--- src/rtl/core_fetch.sv ---
// Instruction fetch stage: owns the PC and issues in-order requests over a request/grant bus.
// Returned words are buffered and presented to decode one per cycle, with stall and redirect/flush support.
`timescale 1ns/1ps
module core_fetch #(
    parameter logic [31:0] RESET_PC   = 32'h0000_0000,
    parameter int          FIFO_DEPTH = 2
) (
    input  logic        CLK,
    input  logic        RST,
    output logic        IMEM_REQ,
    output logic [31:0] IMEM_ADDR,
    input  logic        IMEM_GNT,
    input  logic        IMEM_RVALID,
    input  logic [31:0] IMEM_RDATA,
    input  logic        STALL,
    input  logic        REDIRECT,
    input  logic [31:0] REDIRECT_PC,
    output logic [31:0] INST,
    output logic [31:0] INST_PC,
    output logic        INST_VALID
);

    localparam int          PW  = (FIFO_DEPTH > 1) ? $clog2(FIFO_DEPTH) : 1;
    localparam int          CW  = $clog2(FIFO_DEPTH + 1) + 1;
    localparam logic [31:0] NOP = 32'h0000_0013;

    logic [31:0]   pc;
    logic [31:0]   resp_pc;
    logic [CW-1:0] outstanding;
    logic [CW-1:0] drop_cnt;
    logic [CW-1:0] fifo_count;
    logic [PW-1:0] rd_ptr;
    logic [PW-1:0] wr_ptr;
    logic [31:0]   fifo_inst [FIFO_DEPTH];
    logic [31:0]   fifo_pc   [FIFO_DEPTH];

    logic        grant;
    logic        resp_valid;
    logic        resp_keep;
    logic        fifo_empty;
    logic        write_through;
    logic        do_push;
    logic        do_pop;
    logic        push_en;
    logic [31:0] redirect_target;

    function automatic logic [PW-1:0] next_ptr(input logic [PW-1:0] p);
        return (p == PW'(FIFO_DEPTH - 1)) ? '0 : p + 1'b1;
    endfunction

    // Credit covers both buffered words and in-flight requests, so the FIFO can never overflow.
    assign redirect_target = REDIRECT_PC & ~32'd3;
    assign fifo_empty      = (fifo_count == '0);
    assign IMEM_REQ        = !RST && !REDIRECT && ((fifo_count + outstanding) < CW'(FIFO_DEPTH));
    assign IMEM_ADDR       = pc;
    assign grant           = IMEM_REQ && IMEM_GNT;
    assign resp_valid      = IMEM_RVALID && (outstanding != '0);
    assign resp_keep       = resp_valid && (drop_cnt == '0);
    assign write_through   = resp_keep && fifo_empty && !STALL;
    assign do_pop          = !STALL && !fifo_empty;
    assign do_push         = resp_keep && !write_through;
    assign push_en         = !RST && !REDIRECT && do_push;

    always_ff @(posedge CLK) begin
        if (push_en) begin
            fifo_inst[wr_ptr] <= IMEM_RDATA;
            fifo_pc[wr_ptr]   <= resp_pc;
        end
    end

    // resp_pc tracks the PC of the next kept response; dropped old-path words never advance it.
    always_ff @(posedge CLK) begin
        if (RST) begin
            pc          <= RESET_PC;
            resp_pc     <= RESET_PC;
            outstanding <= '0;
            drop_cnt    <= '0;
            fifo_count  <= '0;
            rd_ptr      <= '0;
            wr_ptr      <= '0;
            INST        <= NOP;
            INST_PC     <= 32'h0;
            INST_VALID  <= 1'b0;
        end else if (REDIRECT) begin
            pc          <= redirect_target;
            resp_pc     <= redirect_target;
            outstanding <= outstanding - CW'(resp_valid);
            drop_cnt    <= outstanding - CW'(resp_valid);
            fifo_count  <= '0;
            rd_ptr      <= '0;
            wr_ptr      <= '0;
            INST        <= NOP;
            INST_PC     <= redirect_target;
            INST_VALID  <= 1'b0;
        end else begin
            if (grant) begin
                pc <= pc + 32'd4;
            end
            outstanding <= outstanding + CW'(grant) - CW'(resp_valid);
            if (resp_valid && (drop_cnt != '0)) begin
                drop_cnt <= drop_cnt - CW'(1);
            end
            if (resp_keep) begin
                resp_pc <= resp_pc + 32'd4;
            end
            if (do_push) begin
                wr_ptr <= next_ptr(wr_ptr);
            end
            if (do_pop) begin
                rd_ptr <= next_ptr(rd_ptr);
            end
            fifo_count <= fifo_count + CW'(do_push) - CW'(do_pop);
            if (!STALL) begin
                if (do_pop) begin
                    INST       <= fifo_inst[rd_ptr];
                    INST_PC    <= fifo_pc[rd_ptr];
                    INST_VALID <= 1'b1;
                end else if (write_through) begin
                    INST       <= IMEM_RDATA;
                    INST_PC    <= resp_pc;
                    INST_VALID <= 1'b1;
                end else begin
                    INST       <= NOP;
                    INST_VALID <= 1'b0;
                end
            end
        end
    end

endmodule

--- config.mk ---
export PLATFORM = sky130hd
export DESIGN_NAME = core_fetch
export DESIGN_NICKNAME = d
export VERILOG_FILES = /design/src/rtl/core_fetch.sv
export SDC_FILE = /design/constraint.sdc
export NUM_CORES = 1
export LEC_CHECK = 0
export BUFFER_PORTS_ARGS = -buffer_cell sky130_fd_sc_hd__buf_2
export CAP_MARGIN = 20
export CELL_PAD_IN_SITES_DETAIL_PLACEMENT = 1
export CELL_PAD_IN_SITES_GLOBAL_PLACEMENT = 1
export CORE_ASPECT_RATIO = 1.75
export CORE_MARGIN = 1
export CORE_UTILIZATION = 35
export DETAILED_ROUTE_END_ITERATION = 12
export HOLD_SLACK_MARGIN = 0.12
export MAX_ROUTING_LAYER = met4
export PLACE_DENSITY = 0.71
export SETUP_SLACK_MARGIN = 0.5
export SYNTH_ARGS = -nofsm -noshare
export SYNTH_HDL_FRONTEND = slang
export SYNTH_SLANG_ARGS = --single-unit
--- constraint.sdc ---
create_clock -name CLK -period 9.9 [get_ports CLK]
set_input_delay 1.98 -clock CLK [delete_from_list [all_inputs] [get_ports CLK]]
set_output_delay 1.98 -clock CLK [all_outputs]
set_load 0.005 [all_outputs]
Word-level counts from Yosys, hierarchy flattened:

Memory sizes are Yosys's and may differ from the RTL's. A register that Yosys moved wholly into a read port is not among the register bits.
Index checks and enable logic that the tools add are counted.

* add/subtract/negate cells: 11
* $lt $le $gt $ge: 1
* equality and inequality tests: 1
* multiplexer cells: 23
* bitwise operators: 1
* reductions and logical operators: 28

Operator list (count)
* 32-bit 2-to-1 mux: 10
* 32-bit by 3-bit adder with 32-bit output, second input constant: 2
* 1-bit logical AND: 11
* 1-bit 2-to-1 mux: 10
* 3-bit 2-to-1 mux: 3
* 3-bit nonzero test: 3
* 3-bit by 1-bit subtractor with 3-bit output: 3
* 2-bit nonzero test: 4
* 3-bit by 1-bit adder with 3-bit output: 2
* 3-bit logical NOT: 2
* 1-bit logical NOT: 5
* 2-bit AND reduction: 2
* 3-bit adder: 1
* 3-bit by 2-bit less-than comparator with 1-bit output, second input constant: 1
* 3-bit by 1-bit subtractor with 3-bit output, second input constant: 1
* 1-bit adder, second input constant: 2
* 2-bit by 1-bit != test with 1-bit output, second input constant: 1
* 2-bit OR reduction: 1
* 1-bit NOT: 1

* flip-flop bits (word level): 140
* memory bits (writable): 128
* input bits: 70
* output and inout bits: 98
* word-level logic and storage cells: 80
* memories kept: 2

Memory list
* fifo_inst: words 2, width 32, read ports 1, clocked after Yosys merged registers in 1, wr ports 1, RTL line 34 `logic [31:0] fifo_inst [FIFO_DEPTH];`
* fifo_pc: words 2, width 32, read ports 1, clocked after Yosys merged registers in 1, wr ports 1, RTL line 35 `logic [31:0] fifo_pc [FIFO_DEPTH];`

Longest topological paths before layout:

* word-level depth: 10
* gate-level depth with buffers: 14
* mapped depth without buffers: 13

Worst setup path before layout:

Ideal clock, no wire load.

* path type: in2reg
* start: input REDIRECT
* end: memory fifo_inst[0][0], enable pin
* library setup time: 0.558 ns
* arrival: 7.309 ns
* data required time: 9.342 ns
* path slack: 2.033 ns
* stages: 6
* buffers on the path: 4
* cell sequence: clkbuf_1 > or2_2 > clkbuf_1 > clkbuf_1 > buf_1 > nor3_1

* longest elaborated chain between the ends: 5

RTL lines
* from (decl): RTL line 16 `input logic REDIRECT,`
* 1-bit logical NOT: RTL line 62 `assign push_en = !RST && !REDIRECT && do_push;`
* 1-bit logical AND (2 in a row): RTL line 62
* 1-bit 2-to-1 mux: RTL line 65 `if (push_en) begin`
* 1-bit 2-to-1 mux (implied by the code): RTL line 66 `fifo_inst[wr_ptr] <= IMEM_RDATA;`
* to (decl): RTL line 34

Every way passes these cells.

Worst setup path in the final report:

* start: input REDIRECT
* end: output IMEM_REQ

* longest elaborated chain between the ends: 3

RTL lines
* 1-bit logical NOT: RTL line 54 `assign IMEM_REQ = !RST && !REDIRECT && ((fifo_count + outstanding) < CW'(FIFO_DEPTH));`
* 1-bit logical AND (2 in a row): RTL line 54
* to (decl): RTL line 10 `output logic IMEM_REQ,`

Every way passes these cells.

==> impl_metrics.py <==
metrics = {
    "status": {
        "outcome": "finished, final reports clean",
    },
    "timing": {
        "slew_headroom_pct": 31.24,
        "skew_ns": 0.01254,
        "fin_crit_sh_pct": 54.28,
        "tns_ns": 0,
        "fmax_mhz": 186.1,
        "slew_viol_final": 0,
        "rsz0062_at_grt": "no",
        "tightest_slew_ns": 1.026,
        "setup_violations": 0,
        "hold_viol_final": 0,
        "period_minus_slack_ns": 5.373,
    },
    "detailed_routing": {
        "routed_wl_um": 32830,
        "highest_layer": "met4",
        "drc": 0,
        "drt_iter0_markers": 389,
        "drt-met1-wl_um": 12640,
        "via_count": 8660,
        "route.met2.wl_um": 17510,
        "avgViaCountPerCell": 5.484,
        "drtAntennaViolNets": 0,
        "wl_per_cell_um": 20.79,
        "first_pass_iters": 5,
        "met3WireLength_um": 1035,
    },
    "synthesis": {
        "synth_common_cells": "135 x dfxtp_1, 124 x edfxtp_1, 64 x nor3_1",
        "yosys.cell_count.top_type": "dfxtp_1",
        "synth_edf_count": 124,
        "synth-seq-area-share_pct": 57.00,
        "ys_types": 57,
        "synthTopCellsByArea": "edfxtp_1 33%, dfxtp_1 24%, mux2_2 3.3%, xor2_1 3.3%, nor3_1 2.8%",
        "synth_area_per_cell_um2": 11.02,
        "synth_warnings": 0,
        "synthCells": 1023,
        "synth_top_area_share_pct": 33.03,
        "async_reset_ff_share_pct": 0,
        "yosys.area.top_type": "edfxtp_1",
        "syn-cell-area_um2": 11270,
        "synth_seq_cells": 259,
        "synth_ff_type": "dfxtp_1",
    },
    "setup_path": {
        "critPathLaunch": "REDIRECT",
        "r2r_slack_ns": 6.33,
        "critPathArrivalTime_ns": 3.39,
        "crit_fanout": 34,
        "rr_worst_depth": 14,
        "r2r_end": "outstanding[2]$_SDFF_PP0_",
        "end_kind": "primary output",
        "criticalPathCategory": "in2out",
        "r2r-start": "outstanding[1]$_SDFF_PP0_",
        "crit_required_ns": 7.92,
        "start_kind": "input port",
    },
    "floorplanning": {
        "die_h_um": 239.4,
        "io_pins": 168,
        "rows": 86,
        "initial_utilization_pct": 35.64,
        "die_x_um": 137.7,
        "coreArea_um2": 31640,
        "die_area_um2": 32960,
    },
    "final_layout": {
        "fillers": 3534,
        "insertedDiodeCount": 0,
        "syn2layout_area_growth_pct": 18.62,
        "drive_gt1_share_pct": 22.82,
        "multi_input_area_um2": 4419,
        "regArea_um2": 6430,
        "fin_nets": 1246,
    },
    "cts": {
        "ctsHtreeMaxLevel": 1,
        "clockBufferDepth": 3,
        "cts_setup_buffers": 0,
        "cts.sink_count": 259,
        "cts_hold_buf": 0,
        "cts_resized": 0,
        "clock_latency_ns": 0.55,
        "cts_made_buffers": 26,
        "path_clk_slew_ns": 0.06,
        "cts.root.buffer_cell": "clkbuf_16",
        "cts_tree": "yes",
    },
    "power_and_ir_drop": {
        "leakage_nw": 5.068,
        "p_total_w": 0.002722,
        "vdd_drop_max_mv": 0.1238,
        "p_per_area_nw_per_um2": 203.5,
    },
    "flow_run": {
        "maxCapViolations": 0,
    },
    "place": {
        "port_buffers": 161,
        "dp_hpwl_um": 22060,
        "routabilityCongestion": 0.8376,
    },
    "grt": {
        "grt_pass1_vias": 9063,
        "grt-ovfl-total": 0,
        "grt_max_degree": 70,
        "grt_pass1_wl_um": 50060,
        "antenna_found_initial": 0,
        "globalRouteTotalUtil_pct": 20.59,
    },
    "min_path": {
        "hold_depth": 2,
        "hp-class": "reg2reg",
        "hp-start": "INST[20]$_SDFFE_PP0N_",
        "hold_end": "INST[20]$_SDFFE_PP0N_",
    },
}
-- area by class of cell --
class	instances	area share (%)
clock buffers	34	5.566
clock inverters	14	0.9636
inverters	44	1.235
multi-input cells	649	33.04
flip-flops and latches	259	48.08
well taps	396	3.705
repair buffers	183	7.409
-- through the flow --
stage	setup slack (ns)	std cells	util [%]	area (um2)	hold slack, ns
6_report	4.527	1579	42.28	13370	0.4771
2_1_floorplan	2.033	1026	-	11290	0.4504
4_1_cts	4.460	1578	42.19	13350	0.4815
3_3_place_gp	4.474	1530	39.43	12470	0.4671
3_5_place_dp	4.472	1530	39.43	12470	0.4724
5_1_grt	4.480	1579	42.28	13370	0.5072
-- routing by layer --
metal  global-route usage (%)  up-vias
li1                         -     4045
met1                    21.43     4343
met2                    37.49      200
met3                    1.968       72
met4                    10.86        0
met5                        -        -
-- flip-flops by register name, summed over array words and instances (netlist names), named ones only --
name         flops
fifo_count       3
outstanding      3
fifo_pc         60
INST_PC         30
fifo_inst       64
drop_cnt         3
rd_ptr           1
IMEM_ADDR       30
wr_ptr           1
resp_pc         30
INST            32
INST_VALID       1
-- where the power goes --
part / internal [W] / switching, W
clock: 0.000585 / 0.000431
combinational: 0.000178 / 0.000278
sequential: 0.00119 / 0.0000595
total: 0.00195 / 0.000769
-- worst max path at each step --
| stage | cells after the start | slack (ns) | end |
|---|---|---|---|
| after floorplan | 6 | 2.03 | fifo_inst[0][0]$_DFFE_PP_ |
| after global placement | 6 | 4.47 | IMEM_REQ |
| after detailed placement | 6 | 4.47 | IMEM_REQ |
| after CTS | 6 | 4.46 | IMEM_REQ |
| after global routing | 6 | 4.48 | IMEM_REQ |
| final | 6 | 4.53 | IMEM_REQ |
-- kinds of logic (layout without fill, tap and decap cells) --
| group | Yosys count | in the layout | synth area share [%] |
|---|---|---|---|
| buf+inv | 118 | 275 | 4.162 |
| compound gates | 229 | 229 | 14.43 |
| mux | 49 | 49 | 4.716 |
| simple gates | 298 | 298 | 13.55 |
| xor+xnor | 56 | 56 | 4.472 |
| flops | 259 | 259 | 57.00 |
| fa+ha+maj | 13 | 13 | 1.642 |
| other cells | 1 | 4 | 0.03326 |
-- cell usage in the layout (no fill, tap or decap), drive strengths merged, types with 30 or more instances in the layout --
cell,instances
mux2,33
a21boi,39
nand4,31
buf,183
nor3,65
a221oi,30
a21oi,46
clkbuf,34
inv,43
edfxtp,124
dfxtp,135
nand2,54
xor2,42
nor2,57
-- critical path: stages --
cell	delay [ns]
buf_2	0.10
buf_4	0.25
nor2_1	0.67
nand2_1	0.11
nor2_1	0.14
buf_2	0.13
(Power assumes the default switching activity.)
